## config.mk

```make
export PLATFORM = sky130hd
export DESIGN_NAME = pipe_stage_chain
export DESIGN_NICKNAME = d
export VERILOG_FILES = /design/src/rtl/pipe_pkg.sv /design/src/rtl/pipe_skid_buffer.sv /design/src/rtl/pipe_stage_chain.sv
export SDC_FILE = /design/constraint.sdc
export NUM_CORES = 1
export LEC_CHECK = 0
export CAP_MARGIN = 20
export CORE_ASPECT_RATIO = 2
export CORE_MARGIN = 8
export CORE_UTILIZATION = 52
export CTS_BUF_LIST = sky130_fd_sc_hd__clkbuf_8
export DETAILED_ROUTE_END_ITERATION = 8
export PLACE_DENSITY = 0.83
export SETUP_SLACK_MARGIN = 0.02
export SYNTH_ARGS = -nofsm -noshare
export SYNTH_HDL_FRONTEND = slang
export SYNTH_SLANG_ARGS = --single-unit
```

## constraint.sdc

```tcl
create_clock -name clk -period 2.59 [get_ports clk]
set_input_delay 0.777 -clock clk [delete_from_list [all_inputs] [get_ports clk]]
set_output_delay 0.777 -clock clk [all_outputs]
set_load 0.01 [all_outputs]
```

## src/rtl/pipe_pkg.sv

```systemverilog
// Shared definitions for the pipeline boundary registers.
// Holds payload field layouts for the IF/ID, ID/EX and EX/MEM boundaries and the
// generic stage record used by the core top when it unpacks a stage.
package pipe_pkg;

    localparam int PIPE_WIDTH      = 32;

    // IF/ID payload: {instr[15:0], pc[15:0]}
    localparam int IFID_PC_LSB     = 0;
    localparam int IFID_PC_W       = 16;
    localparam int IFID_INSTR_LSB  = 16;
    localparam int IFID_INSTR_W    = 16;

    // ID/EX payload: {ctrl[7:0], rs_val[15:0], rd[7:0]}
    localparam int IDEX_RD_LSB     = 0;
    localparam int IDEX_RD_W       = 8;
    localparam int IDEX_RS_LSB     = 8;
    localparam int IDEX_RS_W       = 16;
    localparam int IDEX_CTRL_LSB   = 24;
    localparam int IDEX_CTRL_W     = 8;

    // EX/MEM payload: {wb_ctrl[7:0], result[23:0]}
    localparam int EXMEM_RES_LSB   = 0;
    localparam int EXMEM_RES_W     = 24;
    localparam int EXMEM_CTRL_LSB  = 24;
    localparam int EXMEM_CTRL_W    = 8;

    typedef struct packed {
        logic                  valid;
        logic [PIPE_WIDTH-1:0] data;
    } pipe_stage_t;

    // Builds an IF/ID payload from its fields.
    function automatic logic [PIPE_WIDTH-1:0] pack_ifid(
        input logic [IFID_PC_W-1:0]    pc,
        input logic [IFID_INSTR_W-1:0] instr
    );
        return {instr, pc};
    endfunction

endpackage

```

## src/rtl/pipe_skid_buffer.sv

```systemverilog
// Two-entry skid buffer placed in front of stage 0 when PIPE_SKID_EN is defined.
// in_ready comes straight from the entry count register, so the upstream never
// sees the combinational ready chain of the stages. clear empties both entries
// and drops any word pushed in the same cycle.
module pipe_skid_buffer
    import pipe_pkg::*;
#(
    parameter int WIDTH = 32
) (
    input  logic             clk,
    input  logic             rst_n,
    input  logic             clear,
    input  logic             in_valid,
    output logic             in_ready,
    input  logic [WIDTH-1:0] in_data,
    output logic             out_valid,
    input  logic             out_ready,
    output logic [WIDTH-1:0] out_data
);

    logic [WIDTH-1:0] mem [2];
    logic             wr_ptr;
    logic             rd_ptr;
    logic [1:0]       count;
    logic             push;
    logic             pop;

    assign in_ready  = (count != 2'd2);
    assign out_valid = (count != 2'd0);
    assign out_data  = mem[rd_ptr];
    assign push      = in_valid && in_ready;
    assign pop       = out_valid && out_ready;

    // Entry storage, pointers and fill count; clear wins over push/pop.
    always_ff @(posedge clk or negedge rst_n) begin
        if (!rst_n) begin
            mem[0] <= '0;
            mem[1] <= '0;
            wr_ptr <= 1'b0;
            rd_ptr <= 1'b0;
            count  <= 2'd0;
        end else if (clear) begin
            wr_ptr <= 1'b0;
            rd_ptr <= 1'b0;
            count  <= 2'd0;
        end else begin
            if (push) begin
                mem[wr_ptr] <= in_data;
                wr_ptr      <= ~wr_ptr;
            end
            if (pop) begin
                rd_ptr <= ~rd_ptr;
            end
            count <= count + {1'b0, push} - {1'b0, pop};
        end
    end

endmodule

```

## src/rtl/pipe_stage_chain.sv

```systemverilog
// Chain of NUM_STAGES payload+valid registers with valid/ready handshake,
// per-stage stall (stage holds, next stage receives a bubble) and per-stage flush.
// Optional feature macro: PIPE_SKID_EN adds a registered-ready skid buffer ahead
// of stage 0 (one extra cycle of latency, skid entries not in occupancy).
module pipe_stage_chain
    import pipe_pkg::*;
#(
    parameter int WIDTH      = 32,
    parameter int NUM_STAGES = 4
) (
    input  logic                              clk,
    input  logic                              rst_n,
    input  logic                              in_valid,
    output logic                              in_ready,
    input  logic [WIDTH-1:0]                  in_data,
    output logic                              out_valid,
    input  logic                              out_ready,
    output logic [WIDTH-1:0]                  out_data,
    input  logic [NUM_STAGES-1:0]             stall,
    input  logic [NUM_STAGES-1:0]             flush,
    output logic [$clog2(NUM_STAGES+1)-1:0]   occupancy
);

    localparam int OCC_W = $clog2(NUM_STAGES + 1);

    logic [NUM_STAGES:0]   ready;
    logic [NUM_STAGES-1:0] valid_q;
    logic [NUM_STAGES-1:0] src_valid;
    logic [NUM_STAGES-1:0] valid_nxt;
    logic [NUM_STAGES-1:0] load;
    logic [WIDTH-1:0]      data_q   [NUM_STAGES];
    logic [WIDTH-1:0]      src_data [NUM_STAGES];
    logic                  head_valid;
    logic [WIDTH-1:0]      head_data;

`ifdef PIPE_SKID_EN
    pipe_skid_buffer #(.WIDTH(WIDTH)) u_skid (
        .clk       (clk),
        .rst_n     (rst_n),
        .clear     (flush[0]),
        .in_valid  (in_valid),
        .in_ready  (in_ready),
        .in_data   (in_data),
        .out_valid (head_valid),
        .out_ready (ready[0]),
        .out_data  (head_data)
    );
`else
    assign in_ready   = ready[0];
    assign head_valid = in_valid;
    assign head_data  = in_data;
`endif

    // Ready ripples from the output back to stage 0 within one block.
    always_comb begin
        ready             = '0;
        ready[NUM_STAGES] = out_ready;
        for (int i = NUM_STAGES - 1; i >= 0; i--) begin
            ready[i] = !stall[i] && (!valid_q[i] || ready[i + 1]);
        end
    end

    // Per-stage source selection and next valid; a stalled predecessor offers a bubble.
    always_comb begin
        src_valid    = '0;
        src_data[0]  = head_data;
        src_valid[0] = head_valid;
        for (int i = 1; i < NUM_STAGES; i++) begin
            src_valid[i] = valid_q[i - 1] && !stall[i - 1];
            src_data[i]  = data_q[i - 1];
        end
        valid_nxt = '0;
        load      = '0;
        for (int i = 0; i < NUM_STAGES; i++) begin
            if (flush[i]) begin
                valid_nxt[i] = 1'b0;
            end else if (ready[i]) begin
                valid_nxt[i] = src_valid[i];
                load[i]      = src_valid[i];
            end else begin
                valid_nxt[i] = valid_q[i];
            end
        end
    end

    for (genvar g = 0; g < NUM_STAGES; g++) begin : g_stage
        logic             v_q;
        logic [WIDTH-1:0] d_q;

        // Stage register: valid follows the next-state, data only on a real load.
        always_ff @(posedge clk or negedge rst_n) begin
            if (!rst_n) begin
                v_q <= 1'b0;
                d_q <= '0;
            end else begin
                v_q <= valid_nxt[g];
                if (load[g]) begin
                    d_q <= src_data[g];
                end
            end
        end

        assign valid_q[g] = v_q;
        assign data_q[g]  = d_q;
    end

    // Occupancy tracks the number of valid stages after each edge.
    always_ff @(posedge clk or negedge rst_n) begin
        if (!rst_n) begin
            occupancy <= '0;
        end else begin
            occupancy <= OCC_W'($countones(valid_nxt));
        end
    end

    assign out_valid = valid_q[NUM_STAGES - 1] && !stall[NUM_STAGES - 1];
    assign out_data  = data_q[NUM_STAGES - 1];

endmodule

```

# == After elaboration in Yosys (flattened, before gate mapping) ==
# Index checks and enable logic that the tools add are counted.
# op_classes
addsub,3
muxes,16
n_reduce_logical,20
# ops
operator,n
$mux 1,16
$logic_and 1x1->1,8
$logic_not 1->1,8
$add 1x1->2,2
$logic_or 1x1->1,4
$add 2x2->3,1
# totals
reg_bits,135
input_bits,44
wordCells,48

# == Logic depth before layout (Yosys ltp) ==
# depth
depth_word,13
depth_mapped,10
ltp_nobuf,8

# == Worst setup path after synthesis ==
# OpenSTA, ideal clock, no wires.
# synth_path
path_kind,input-to-reg
start,input stall[3]
end,register occupancy[1]
setup_ns,0.126
arrival_ns,2.889
t_required_ns,2.464
path_slack_ns,-0.425
cell_stages,9
path_cell_list,or3_1 -> or3b_1 -> buf_6 -> buf_8 -> and2_1 -> fa_1 -> inv_1 -> ha_1 -> ha_1
# synth_via
elab_chain_cells,12
elab_cells_between_ends,19
cone_classes,add/sub: 3; mux: 8; reduce/logical: 8
# synth_lines
item,line_no,text
from (decl),pipe_stage_chain.sv:19,"input logic [NUM_STAGES-1:0] stall,"
$logic_not 1->1 (*),pipe_stage_chain.sv:59,ready[i] = !stall[i] && (!valid_q[i] || ready[i + 1]);
$logic_and 1x1->1 (*),pipe_stage_chain.sv:59,
$logic_or 1x1->1,pipe_stage_chain.sv:59,
$logic_and 1x1->1,pipe_stage_chain.sv:59,
$logic_or 1x1->1,pipe_stage_chain.sv:59,
$logic_and 1x1->1,pipe_stage_chain.sv:59,
$logic_or 1x1->1,pipe_stage_chain.sv:59,
$logic_and 1x1->1,pipe_stage_chain.sv:59,
$mux 1,pipe_stage_chain.sv:77,end else if (ready[i]) begin
$mux 1,pipe_stage_chain.sv:75,if (flush[i]) begin
$add 1x1->2 (not written as such),pipe_stage_chain.sv:112,occupancy <= OCC_W'($countones(valid_nxt));
$add 2x2->3 (not written as such) (*),pipe_stage_chain.sv:112,
to (signal assigned),pipe_stage_chain.sv:112,
to (decl),pipe_stage_chain.sv:21,output logic [$clog2(NUM_STAGES+1)-1:0] occupancy
# Every way passes the cells marked *; elsewhere a longest branch is shown, timed or not.
# A chain may end at the register's enable or synchronous reset.

# == Final worst setup path ==
# layout_path
start,input stall[0]
end,register occupancy[1]
# layout_via
elab_chain_cells,6
elab_cells_between_ends,9
cone_classes,add/sub: 2; mux: 4; reduce/logical: 3
# layout_lines
item,line_no
$logic_not 1->1 (*),"pipe_stage_chain.sv:59, pipe_stage_chain.sv:69"
"$logic_and 1x1->1, on equally long branches","pipe_stage_chain.sv:59, pipe_stage_chain.sv:69"
$mux 1,pipe_stage_chain.sv:77
$mux 1,pipe_stage_chain.sv:75
$add 1x1->2 (not written as such) (*),pipe_stage_chain.sv:112
$add 2x2->3 (not written as such) (*),pipe_stage_chain.sv:112
# Marked as above.

==> run metrics <==
post-synthesis mux area share=0.1930; DR iter-0 viols=between 200 and 300; CP delay by family, top=adder cells; Max VDD drop=roughly 0.49 mV; worst hold path class=in2async; initial antenna violation count=0; Gate Count Post-Synth=467; cts-stage hold buffer count=0; Slew headroom=0.5728; Diodes inserted=0; YS warnings=0; Tot Pwr=a little over 5 mW; Synth Area in Compound Gates=0.07816; Seq/Total Area, Yosys=0.5496; placed cell areas=roughly 7300 um2; num rows=56; Placed Cells=between 600 and 700; via/cell ratio=between 5 and 6; Most common cell on crit path=ha_2; Vias=4259; worst-skew pair later-pin latency=around 0.43 ns; Residual DRC=0; leakage power=3.511 nW; GP Congestion=roughly 0.78; CTS H-tree depth=4; R2R setup slack=approximately 0.11 ns; Fin. Hold Viols=0; CORE AREA=about 12000 um2; WL/cell=around 19 um; DP Worst Slack=-0.8018 ns; Clock Path Buffers=2; chip height=169.8 um; Critical Path Sink Type=register; vias in the first global route=4575; CTS Buf Count=17; Tmin final=about 2.5 ns; Slowest cell on crit path=fa_1; setup violators final=0; Net Count, Synth=514; period utilization=0.9793; Slew Limit Fails=0; EDFF count, synth=0; post-synthesis to final-layout area growth=25.38%; # IOs=81; Crit Path Category=in2reg; status=finished clean; total grt overflow=0; Startpoint Class=input port; xor and xnor fraction of the mapped netlist area=0; Avg Inst Size Synth=13.16 um2; fin cells=726; pin count of the biggest net entering global routing=65; crit path max fanout=2; Max Cap Violations=0; Data arrival, critical path=2.91 ns; CTS tree=built; commonest register cell after synthesis=dfrtp_1; Die Area=15770 um2; Yosys cell types=37; register bit count reported by yosys=about 140; final layout net count=616; clk sinks=roughly 140; Overall Global Routing Usage=0.1810; Mapped Area=6147 um2; Critical path buffers and inverters=3; Die W=between 90 and 100 um; unrepaired setup endpoints after global routing=no; share of layout cells above drive strength 1=0.3580; Worst-path clk slew=roughly 0.08 ns; final instance area=a little under 8000 um2; drt total wl=between 10000 and 15000 um; Synth async-reset ratio=1.000; max incr delay on CP=about 0.5 ns; Worst Tran Pin Value=~0.64 ns; critical-path cell list=clkdlybuf4s50_1, nor4b_2, buf_4, nand2_2, a21boi_1, fa_1, inv_1, ha_2, ha_2; simple-gate portion of the synthesized area=0.1362; fmax=just under 400 MHz; CP required=~3.0 ns; TritonRoute pass-1 iters=7; IO buf count=80; final worst setup slack=about 0.054 ns; Post-Synth Adder-Cell Area=0.007327; antenna violation net count after detailed routing=0; first-pass GRT wire length=22550 um; Fin Clk Skew=slightly below 0.009 ns; PD cells=about 660 nW/um2; initial core utilization=0.5285; CTS root buf=clkbuf_8; dpl hpwl=between 9000 and 10000 um; largest family of logic cells by synthesized area=multiplexers
## through the flow
| step | hold slack, ns | util | TNS (ns) |
|---|---|---|---|
| floorplan | 0.4749 | - | -0.8370 |
| global placement | 0.4828 | 0.6260 | -20.34 |
| detailed placement | 0.4910 | 0.6260 | -26.01 |
| CTS | 0.3337 | 0.6621 | 0 |
| global route | 0.3415 | 0.6627 | 0 |
| finish | 0.3134 | 0.6627 | 0 |
## worst reg2reg max path, delay by kind of cell, from the launching register on
kind | cells | cell delay, ns
flops | 1 | 0.40
simple gates | 4 | 1.01
fa+ha+maj | 3 | 0.98
buf+inv | 1 | 0.05
## synth_stat cells (2+ instances only)
cell type / instances / share of area
a21oi_1: 33 / 0.027
buf_1: 4 / 0.0024
buf_12: 2 / 0.0065
buf_2: 3 / 0.0024
clkbuf_1: 31 / 0.019
dfrtp_1: 135 / 0.55
ha_1: 2 / 0.0041
inv_1: 2 / 0.0012
mux2_2: 68 / 0.12
mux2_4: 28 / 0.068
nand2_1: 3 / 0.0018
nand2b_1: 2 / 0.0020
nand3_1: 32 / 0.026
nor2_1: 3 / 0.0018
nor2b_1: 2 / 0.0020
nor3b_1: 32 / 0.039
o211ai_1: 32 / 0.039
o21a_1: 2 / 0.0024
o31ai_1: 2 / 0.0024
or3b_1: 2 / 0.0029
or4b_1: 15 / 0.024
or4b_2: 17 / 0.028
## power by group
group	leakage, nW	switching, mW	internal (mW)
registers	1.76	0.217	2.46
logic	1.55	0.270	0.369
clock network	0.204	0.807	0.966
## placed cells by master, fill, tap and decap left out, types with 3 or more instances in the layout
| cell | n |
|---|---|
| dfrtp_1 | 134 |
| clkdlybuf4s50_1 | 73 |
| mux2_2 | 68 |
| buf_4 | 42 |
| a21oi_1 | 33 |
| nor3b_1 | 32 |
| o211ai_1 | 32 |
| nand3_1 | 32 |
| mux2_4 | 28 |
| clkbuf_8 | 18 |
| or4b_2 | 17 |
| or4b_1 | 15 |
| clkinv_2 | 5 |
| buf_2 | 4 |
| bufinv_16 | 3 |
| clkinv_4 | 3 |
| buf_12 | 3 |
## worst paths after layout
kind	endpoint	cells after the start	start
max in group asynchronous	g_stage[0].d_q[9]	2	rst_n
max	occupancy[1]	9	stall[0]
max reg2reg	occupancy[1]	8	g_stage[3].v_q
min	out_data[24]	1	rst_n
min reg2reg	out_data[20]	1	g_stage[2].d_q[20]
min in group clk	out_data[20]	1	g_stage[2].d_q[20]
## registers in the layout, indices dropped and copies added (netlist names)
name / count
g_stage.d_q: 96
g_stage.v_q: 4
out_data: 32
occupancy: 3
## layer usage
layer	vias up	track usage	part of all wire
met4	0	0.09746	0.039
met3	38	0.04829	0.044
met1	2154	0.1954	0.38
met5	-	0	0
li1	1936	-	-
met2	131	0.3119	0.54
## logic make-up after synthesis
family,count (synthesis)
AO/OA/AOI/OAI,75
flip-flops,135
multiplexers,96
buffers and inverters,44
AND/OR/NAND/NOR,114
adder cells (fa/ha/maj),3
## what timing repair did
| item | CTS | global route |
|---|---|---|
| cloned | 0 | 0 |
| pin swaps | 2 | 5 |
| setup buffers | 1 | 2 |
| setup endpoints to repair | 33 | 2 |
| resized for setup | 18 | 4 |
## layout make-up
class,instances,area (um2)
Clock buffer,18,247.7
Clock inverter,13,156.4
Fill cell,879,3924
Inverter,2,7.507
Multi-Input combinational cell,288,2584
Sequential cell,135,3379
Tap cell,145,181.4
Timing Repair Buffer,125,1151
Power figures use the tool's default switching activity.
